<file path="src/rtl/vga_pkg.sv">
// Shared VGA types and constants: 640x480@60 timing defaults, colour-bar table
// and the sync/blank control word carried through the output delay line.
package vga_pkg;

    localparam int COLOR_W_DEF  = 8;

    localparam int H_ACTIVE_DEF = 640;
    localparam int H_FP_DEF     = 16;
    localparam int H_SYNC_DEF   = 96;
    localparam int H_BP_DEF     = 48;

    localparam int V_ACTIVE_DEF = 480;
    localparam int V_FP_DEF     = 10;
    localparam int V_SYNC_DEF   = 2;
    localparam int V_BP_DEF     = 33;

    // {R,G,B} on/off per bar, left to right: white, yellow, cyan, green, magenta, red, blue, black
    localparam logic [0:7][2:0] COLOR_BARS = {
        3'b111, 3'b110, 3'b011, 3'b010, 3'b101, 3'b100, 3'b001, 3'b000
    };

    typedef struct packed {
        logic hs;
        logic vs;
        logic blank_n;
    } vga_ctl_t;

    function automatic logic [2:0] bar_rgb(input logic [2:0] idx);
        return COLOR_BARS[idx];
    endfunction

endpackage

</file>
<file path="src/rtl/vga_delay_line.sv">
// Fixed-depth shift register with a configurable reset word; DEPTH=0 is a
// straight wire so callers can use it for any source latency.
module vga_delay_line #(
    parameter int               DEPTH   = 1,
    parameter int               WIDTH   = 1,
    parameter logic [WIDTH-1:0] RST_VAL = '0
) (
    input  logic             clk,
    input  logic             rst_n,
    input  logic [WIDTH-1:0] d,
    output logic [WIDTH-1:0] q
);

    generate
        if (DEPTH == 0) begin : g_bypass
            logic clk_rst_unused;
            assign clk_rst_unused = clk ^ rst_n;
            assign q = d;
        end else begin : g_shift
            logic [DEPTH-1:0][WIDTH-1:0] stage_q, stage_d;

            always_comb begin
                stage_d[0] = d;
                for (int i = 1; i < DEPTH; i++) begin
                    stage_d[i] = stage_q[i-1];
                end
            end

            always_ff @(posedge clk or negedge rst_n) begin
                if (!rst_n) begin
                    stage_q <= {DEPTH{RST_VAL}};
                end else begin
                    stage_q <= stage_d;
                end
            end

            assign q = stage_q[DEPTH-1];
        end
    endgenerate

endmodule

</file>
<file path="src/rtl/vga_timing_out.sv">
// VGA timing generator with zero-latency pixel requests and a DAC output stage
// aligned to the source read latency. Define VGA_TEST_PATTERN_EN for colour bars.
module vga_timing_out
    import vga_pkg::*;
#(
    parameter int   COLOR_W  = COLOR_W_DEF,
    parameter int   H_ACTIVE = H_ACTIVE_DEF,
    parameter int   H_FP     = H_FP_DEF,
    parameter int   H_SYNC   = H_SYNC_DEF,
    parameter int   H_BP     = H_BP_DEF,
    parameter int   V_ACTIVE = V_ACTIVE_DEF,
    parameter int   V_FP     = V_FP_DEF,
    parameter int   V_SYNC   = V_SYNC_DEF,
    parameter int   V_BP     = V_BP_DEF,
    parameter int   DATA_LAT = 2,
    parameter logic HS_POL   = 1'b0,
    parameter logic VS_POL   = 1'b0,
    localparam int  H_TOTAL  = H_ACTIVE + H_FP + H_SYNC + H_BP,
    localparam int  V_TOTAL  = V_ACTIVE + V_FP + V_SYNC + V_BP,
    localparam int  XW       = $clog2(H_TOTAL),
    localparam int  YW       = $clog2(V_TOTAL)
) (
    input  logic               iPIXEL_CLK,
    input  logic               iRST_N,
    input  logic               iEN,
    input  logic [COLOR_W-1:0] iDATA_R,
    input  logic [COLOR_W-1:0] iDATA_G,
    input  logic [COLOR_W-1:0] iDATA_B,
    input  logic               iTEST_MODE,
    output logic               oREQ,
    output logic [XW-1:0]      oX,
    output logic [YW-1:0]      oY,
    output logic               oFRAME_START,
    output logic [COLOR_W-1:0] oVGA_R,
    output logic [COLOR_W-1:0] oVGA_G,
    output logic [COLOR_W-1:0] oVGA_B,
    output logic               oVGA_HS,
    output logic               oVGA_VS,
    output logic               oVGA_BLANK_N,
    output logic               oVGA_SYNC_N
);

    localparam int HS_START = H_ACTIVE + H_FP;
    localparam int HS_END   = HS_START + H_SYNC;
    localparam int VS_START = V_ACTIVE + V_FP;
    localparam int VS_END   = VS_START + V_SYNC;
    localparam vga_ctl_t CTL_IDLE = '{hs: ~HS_POL, vs: ~VS_POL, blank_n: 1'b0};

    logic [XW-1:0] h_cnt_q, h_cnt_d;
    logic [YW-1:0] v_cnt_q, v_cnt_d;
    logic          h_wrap, v_wrap, active, req;
    vga_ctl_t      ctl_raw, ctl_dly;

    always_comb begin
        h_wrap  = (int'(h_cnt_q) == H_TOTAL - 1);
        v_wrap  = (int'(v_cnt_q) == V_TOTAL - 1);
        h_cnt_d = h_cnt_q + 1'b1;
        v_cnt_d = v_cnt_q;
        if (!iEN) begin
            h_cnt_d = '0;
            v_cnt_d = '0;
        end else if (h_wrap) begin
            h_cnt_d = '0;
            v_cnt_d = v_wrap ? '0 : v_cnt_q + 1'b1;
        end
    end

    always_ff @(posedge iPIXEL_CLK or negedge iRST_N) begin
        if (!iRST_N) begin
            h_cnt_q <= '0;
            v_cnt_q <= '0;
        end else begin
            h_cnt_q <= h_cnt_d;
            v_cnt_q <= v_cnt_d;
        end
    end

    // Request side is gated by reset too, so the source sees no request while held.
    assign active       = (int'(h_cnt_q) < H_ACTIVE) && (int'(v_cnt_q) < V_ACTIVE);
    assign req          = iRST_N && iEN && active;
    assign oREQ         = req;
    assign oX           = req ? h_cnt_q : '0;
    assign oY           = req ? v_cnt_q : '0;
    assign oFRAME_START = iRST_N && iEN && (h_cnt_q == '0) && (v_cnt_q == '0);

    // The counters still hold their running value on the first disabled cycle.
    always_comb begin
        ctl_raw.hs = (iEN && (int'(h_cnt_q) >= HS_START) && (int'(h_cnt_q) < HS_END))
                     ? HS_POL : ~HS_POL;
        ctl_raw.vs = (iEN && (int'(v_cnt_q) >= VS_START) && (int'(v_cnt_q) < VS_END))
                     ? VS_POL : ~VS_POL;
        ctl_raw.blank_n = req;
    end

    vga_delay_line #(
        .DEPTH   (DATA_LAT),
        .WIDTH   ($bits(vga_ctl_t)),
        .RST_VAL (CTL_IDLE)
    ) u_ctl_dly (
        .clk   (iPIXEL_CLK),
        .rst_n (iRST_N),
        .d     (ctl_raw),
        .q     (ctl_dly)
    );

`ifdef VGA_TEST_PATTERN_EN
    localparam int BAR_W = H_ACTIVE / 8;

    logic [2:0] bar_raw, bar_dly, bar_on;

    assign bar_raw = 3'(h_cnt_q / XW'(BAR_W));

    vga_delay_line #(
        .DEPTH   (DATA_LAT),
        .WIDTH   (3),
        .RST_VAL (3'd0)
    ) u_bar_dly (
        .clk   (iPIXEL_CLK),
        .rst_n (iRST_N),
        .d     (bar_raw),
        .q     (bar_dly)
    );

    assign bar_on = bar_rgb(bar_dly);
`else
    logic test_mode_unused;
    assign test_mode_unused = iTEST_MODE;
`endif

    logic [COLOR_W-1:0] src_r, src_g, src_b;
    logic [COLOR_W-1:0] vga_r_q, vga_r_d, vga_g_q, vga_g_d, vga_b_q, vga_b_d;
    logic               hs_q, hs_d, vs_q, vs_d, blank_n_q, blank_n_d;

    always_comb begin
        src_r = iDATA_R;
        src_g = iDATA_G;
        src_b = iDATA_B;
`ifdef VGA_TEST_PATTERN_EN
        if (iTEST_MODE) begin
            src_r = {COLOR_W{bar_on[2]}};
            src_g = {COLOR_W{bar_on[1]}};
            src_b = {COLOR_W{bar_on[0]}};
        end
`endif
        vga_r_d   = ctl_dly.blank_n ? src_r : '0;
        vga_g_d   = ctl_dly.blank_n ? src_g : '0;
        vga_b_d   = ctl_dly.blank_n ? src_b : '0;
        hs_d      = ctl_dly.hs;
        vs_d      = ctl_dly.vs;
        blank_n_d = ctl_dly.blank_n;
    end

    always_ff @(posedge iPIXEL_CLK or negedge iRST_N) begin
        if (!iRST_N) begin
            vga_r_q   <= '0;
            vga_g_q   <= '0;
            vga_b_q   <= '0;
            hs_q      <= ~HS_POL;
            vs_q      <= ~VS_POL;
            blank_n_q <= 1'b0;
        end else begin
            vga_r_q   <= vga_r_d;
            vga_g_q   <= vga_g_d;
            vga_b_q   <= vga_b_d;
            hs_q      <= hs_d;
            vs_q      <= vs_d;
            blank_n_q <= blank_n_d;
        end
    end

    assign oVGA_R       = vga_r_q;
    assign oVGA_G       = vga_g_q;
    assign oVGA_B       = vga_b_q;
    assign oVGA_HS      = hs_q;
    assign oVGA_VS      = vs_q;
    assign oVGA_BLANK_N = blank_n_q;
    assign oVGA_SYNC_N  = 1'b0;

endmodule

</file>
<file path="config.mk">
export PLATFORM = sky130hd
export DESIGN_NAME = vga_timing_out
export DESIGN_NICKNAME = d
export VERILOG_FILES = /design/src/rtl/vga_pkg.sv /design/src/rtl/vga_delay_line.sv /design/src/rtl/vga_timing_out.sv
export SDC_FILE = /design/constraint.sdc
export NUM_CORES = 1
export LEC_CHECK = 0
export ABC_AREA = 0
export CAP_MARGIN = 20
export CORE_UTILIZATION = 41
export DETAILED_ROUTE_END_ITERATION = 8
export PLACE_DENSITY = 0.87
export SYNTH_ARGS = -nofsm -noshare
export SYNTH_HDL_FRONTEND = slang
export SYNTH_HIERARCHICAL = 1
export SYNTH_SLANG_ARGS = --single-unit
</file>
<file path="constraint.sdc">
create_clock -name iPIXEL_CLK -period 1.8 [get_ports iPIXEL_CLK]
set_clock_uncertainty 0.2 [all_clocks]
set_input_delay 0.36 -clock iPIXEL_CLK [delete_from_list [all_inputs] [get_ports iPIXEL_CLK]]
set_output_delay 0.36 -clock iPIXEL_CLK [all_outputs]
set_load 0.02 [all_outputs]
</file>
=== Word level (Yosys, flattened, before mapping) ===
Cells that the tools add are included.

* Output and inout bits: 50
* Input port bits: 28
* Word-level logic and storage cells: 44
* Register bits after elaboration: 53

* $add $sub $neg: 2
* Reduce and logical (&&, ||, !) cells: 11
* Magnitude comparators: 6
* Multiplexer cells: 12
* Equality and inequality tests: 3

{| class="wikitable"
|+ Operators with widths
! operator !! number
|-
| $mux W10 || 7
|-
| $mux W8 || 3
|-
| $add A10 B1 Y10 const B || 2
|-
| $logic_not A10 Y1 || 2
|-
| $lt A10 B10 Y1 const B || 2
|-
| $lt A10 B9 Y1 const B || 2
|-
| $eq A10 B10 Y1 const B || 1
|-
| $eq A10 B9 Y1 const B || 1
|-
| $ge A10 B10 Y1 const B || 1
|-
| $ge A10 B9 Y1 const B || 1
|-
| $logic_and A1 B1 Y1 || 9
|-
| $mux W1 || 2
|-
| $ne A2 B1 Y1 const B || 1
|}

=== Logic depth before layout (Yosys ltp) ===
* Word-level depth: 4
* Gate-level depth with buffers: 6
* Depth with buffers taken out: 5

=== Cells and area by module ===
Netlist, hierarchy kept.

{| class="wikitable"
|+ Modules (own cells, without submodules)
! module !! times used !! sequential area each (um^2) !! cells each !! area an instance (um^2)
|-
| vga_timing_out || 1 || 1178.6 || 199 || 2144.6
|-
| vga_delay_line || 1 || 155.1 || 6 || 155.1
|}

=== Worst setup path after synthesis ===
OpenSTA, ideal clock, no wires.

* Path kind: reg-to-output
* Start point: register h_cnt_q[7]
* End point: output oX[5]
* Data arrival time: 1.500 ns
* Stages on the path, launching flop included: 7
* Required time: 1.240 ns
* Path buffers: 2
* Path slack: -0.260 ns
* Path through: dfrtp_1 -> buf_2 -> o21ai_0 -> nand4b_1 -> nor2_1 -> buf_4 -> and2_1

* Longest elaborated chain between the ends: 4

{| class="wikitable"
|+ RTL lines
! element !! RTL line !! text
|-
| start: declaration || vga_timing_out.sv:49 || <nowiki>logic [XW-1:0] h_cnt_q, h_cnt_d;</nowiki>
|-
| start signal: assignment || vga_timing_out.sv:73 || <nowiki>h_cnt_q <= h_cnt_d;</nowiki>
|-
| $lt A10 B10 Y1 || vga_timing_out.sv:79 || <nowiki>assign active = (int'(h_cnt_q) < H_ACTIVE) && (int'(v_cnt_q) < V_ACTIVE);</nowiki>
|-
| $logic_and A1 B1 Y1 || vga_timing_out.sv:79 ||
|-
| $logic_and A1 B1 Y1 || vga_timing_out.sv:80 || <nowiki>assign req = iRST_N && iEN && active;</nowiki>
|-
| via oREQ || vga_timing_out.sv:30 || <nowiki>output logic oREQ,</nowiki>
|-
| $mux W10 || vga_timing_out.sv:82 || <nowiki>assign oX = req ? h_cnt_q : '0;</nowiki>
|-
| end: declaration || vga_timing_out.sv:31 || <nowiki>output logic [XW-1:0] oX,</nowiki>
|}

The timed path passes the listed nets, and every way through them passes these cells.

=== Worst setup path after layout ===
* Start point: register v_cnt_q[9]
* End point: output oFRAME_START

* Longest elaborated chain between the ends: 2

{| class="wikitable"
|+ RTL lines
! element !! RTL line !! text
|-
| start: declaration || vga_timing_out.sv:50 || <nowiki>logic [YW-1:0] v_cnt_q, v_cnt_d;</nowiki>
|-
| start signal: assignment || vga_timing_out.sv:74 || <nowiki>v_cnt_q <= v_cnt_d;</nowiki>
|-
| $logic_not A10 Y1 || vga_timing_out.sv:84 || <nowiki>assign oFRAME_START = iRST_N && iEN && (h_cnt_q == '0) && (v_cnt_q == '0);</nowiki>
|-
| $logic_and A1 B1 Y1 || vga_timing_out.sv:84 ||
|-
| end: declaration || vga_timing_out.sv:33 || <nowiki>output logic oFRAME_START,</nowiki>
|}

No other way between the ends.

==> results.py <==
metrics = {
    "final_layout": {
        "area_delta_synth_final_pct": 77.0,
        "final_net_count": 372,
        "nFillCells": 309,
        "stdcell_area_sq_um": 4070,
        "drive_gt1_frac": 0.434,
        "fin_cells": 411,
        "antennaDiodeCount": 0,
    },
    "clock_network": {
        "cts.sinks": 53,
        "ctsHtreeMaxLevel": 2,
        "cts_root_buf": "clkbuf_8",
        "path_clk_slew_ns": 0.10,
        "cts_buffers": 5,
        "cts_tree": "done",
        "worstSkewPairLatency_ns": 0.31,
        "cts_max_path_buffers": 2,
    },
    "power_and_ir_drop": {
        "ir_drop_mv": 0.347,
        "power_density_nw_per_um2": 587,
        "p_leak_nw": 2.10,
    },
    "global_route": {
        "grtUsageTotal": 0.229,
        "antenna_found_initial": 0,
        "overflow": 0,
        "grt_pass1_vias": 2127,
        "grt_first_pass_wirelength_um": 10400,
        "grt_max_degree": 54,
    },
    "placed_design": {
        "hpwl_um": 4180,
        "portBuffers": 74,
        "postPlaceCellArea_sq_um": 3440,
        "globalplace.congestion": 0.883,
        "dp_slack_ns": -1.18,
        "place_inst": 383,
    },
    "worst_setup_path": {
        "crit_chain": "or3_4, or4_4, nor3_4, buf_6",
        "slowest_stage": "or4_4",
        "max_stage_delay_ns": 0.43,
        "arrival_ns": 1.82,
        "critical-path-top-delay-family": "simple AND/OR/NAND/NOR gates",
        "crit_path_max_fanout": 2,
        "cp_num_buf_inv": 1,
        "crit_required_ns": 1.24,
        "endpoint_kind": "primary output",
        "critPathKind": "reg -> out",
        "crit_path_start_kind": "register",
    },
    "floorplanning": {
        "core_sq_um": 5240,
        "start_util": 0.439,
        "rows": 26,
        "ios": 78,
        "die_w_um": 76.9,
        "fp.dieH_um": 76.9,
        "dieArea_sq_um": 5910,
    },
    "yosys": {
        "async_reset_ff_frac": 1.00,
        "ys_ff_latch": 53,
        "ys_types": 44,
        "syn_area_sq_um": 2300,
        "ys_warn_count": 6,
        "syn_area_per_cell_sq_um": 11.2,
        "syn_inst": 205,
        "seq_area_frac_synth": 0.580,
        "synth_edf_count": 0,
        "ys.flop_type": "dfrtp_1",
    },
    "drt": {
        "antenna_left": 0,
        "vias": 2135,
        "routed.top_layer": "met4",
        "dr_wl_met3_um": 496,
        "first_pass_iters": 4,
        "drtIter0Drc": 101,
        "drt-met1-wl_um": 2830,
        "wl_per_cell_um": 17.1,
        "drc_errors": 0,
        "wl_met2_um": 3490,
        "wl_um": 7040,
        "viasPerCell": 5.19,
    },
    "timing": {
        "worstMarginPinSlew_ns": 0.641,
        "hold_viol": 0,
        "rsz0062_at_grt": "true",
        "drv_slew": 0,
        "max_freq_mhz": 421,
        "period_share": 1.32,
        "worst_slack_ns": -0.576,
        "slew_headroom": 0.573,
        "setup_violations": 33,
        "period_needed_ns": 2.38,
    },
    "worst_hold_path": {
        "hp-class": "in -> async",
    },
    "run_status": {
        "status": "finished, violations left",
        "violations": "negative setup slack",
    },
    "run": {
        "maxCapViolCount": 0,
    },
}
stage by stage:
step	total power, mW	setup TNS [ns]	util	hold slack, ns
after global placement	1.55	-22.49	0.656	0.132
after detailed placement	1.55	-23.33	0.656	0.141
final	2.39	-11.21	0.777	0.0974
after floorplan	1.37	-2.49	-	-0.136
after global routing	2.48	-13.49	0.777	0.165
after CTS	2.38	-9.16	0.722	0.103
sequential cells by signal, summed over array words and instances, names as in the netlist:
signal and count:
oVGA_VS 1, oVGA_G 8, oVGA_HS 1, oVGA_BLANK_N 1
v_cnt_q 10, u_ctl_dly/q 3, oVGA_R 8, u_ctl_dly/g_shift.stage_d 3
oVGA_B 8, h_cnt_q 10
placed cells by master (no fill, tap or decap), types with 2 or more instances in the layout:
master	instances
ha_1	3
nor2_4	6
and2_4	13
dfstp_2	6
nand3_1	4
clkdlybuf4s50_1	24
and4_1	2
nor3_1	4
a22o_1	3
nor4_2	2
dlygate4sd2_1	13
clkbuf_8	5
o21ai_1	3
xor2_1	6
o211ai_1	2
and4_4	2
nand4_1	3
nand2_1	8
buf_4	39
and2_1	25
inv_1	7
nor2b_1	2
conb_1	2
dfrtp_1	47
nor3_4	7
o22ai_2	2
nand4b_1	2
xnor2_1	3
dlymetal6s2s_1	15
buf_6	42
and3_1	2
and3_4	2
nor2_1	7
layer usage:
metal | vias up | GRT usage
met1 | 1028 | 0.275
met5 | - | 0
li1 | 962 | -
met2 | 116 | 0.391
met4 | 0 | 0.0904
met3 | 29 | 0.0595
path summary, 6_finish.rpt:
kind	startpoint	endpoint	slack, ns	cells after the start
max reg2reg	h_cnt_q[7]	v_cnt_q[4]	-0.16	6
min	iRST_N	h_cnt_q[2]	0.1	3
max	v_cnt_q[9]	oFRAME_START	-0.58	4
min in group iPIXEL_CLK	u_ctl_dly/q[1]	oVGA_VS	0.16	0
max in group asynchronous	iRST_N	oVGA_R[5]	0.86	3
min reg2reg	u_ctl_dly/q[1]	oVGA_VS	0.16	0
kinds of logic after synthesis:
logic type	after synthesis	synth area share
flip-flops	53	0.580
AND/OR/NAND/NOR	101	0.263
AO/OA/AOI/OAI	19	0.0598
XOR/XNOR	9	0.0343
other	1	0.00163
adder cells (fa/ha/maj)	4	0.0218
buffers and inverters	17	0.0348
multiplexers	1	0.00435
Yosys cell counts, types with 4 or more instances:
master	count	area, sq um
inv_1	7	26.3
dfstp_2	6	158
xor2_1	6	52.6
and2_1	37	231
nor2_1	14	52.6
nand2_1	8	30.0
buf_2	4	20.0
nor3_1	10	50.1
and3_1	4	25.0
ha_1	4	50.1
dfrtp_1	47	1180
o21ai_0	5	25.0
nand3_1	4	20.0
where the power goes:
part,switching (mW),total (mW),leakage [nW],internal [mW]
sequential,0.0159,1.24,0.701,1.22
combinational,0.166,0.345,1.34,0.178
clock,0.389,0.806,0.0554,0.418
final cells by class:
cell class / instances / area (sq um) / share of cell area
tap: 70 / 87.6 / 0.0215
clock buffer: 6 / 72.6 / 0.0178
timing repair buffer: 136 / 1350 / 0.331
inverter: 8 / 30.0 / 0.00738
sequential: 53 / 1330 / 0.328
multi-input combinational: 136 / 1160 / 0.285
clock inverter: 2 / 38.8 / 0.00953
worst register-to-register path: cells and delay by family (launching register included):
kind | cells | cell delay, ns
and+or+nand+nor | 3 | 0.78
DFF | 1 | 0.41
AOI/OAI and AO/OA | 1 | 0.23
buffers and inverters | 2 | 0.25
repair_timing:
| item | 4_1_cts | 5_1_grt |
|---|---|---|
| hold buffers | 0 | 0 |
| resized for setup | 177 | 55 |
| endpoints found under the hold margin | 0 | 0 |
| setup buffers | 12 | 10 |
| endpoints found under the setup margin | 46 | 52 |
| pin swaps | 21 | 17 |
Power figures use the tool's default switching activity.
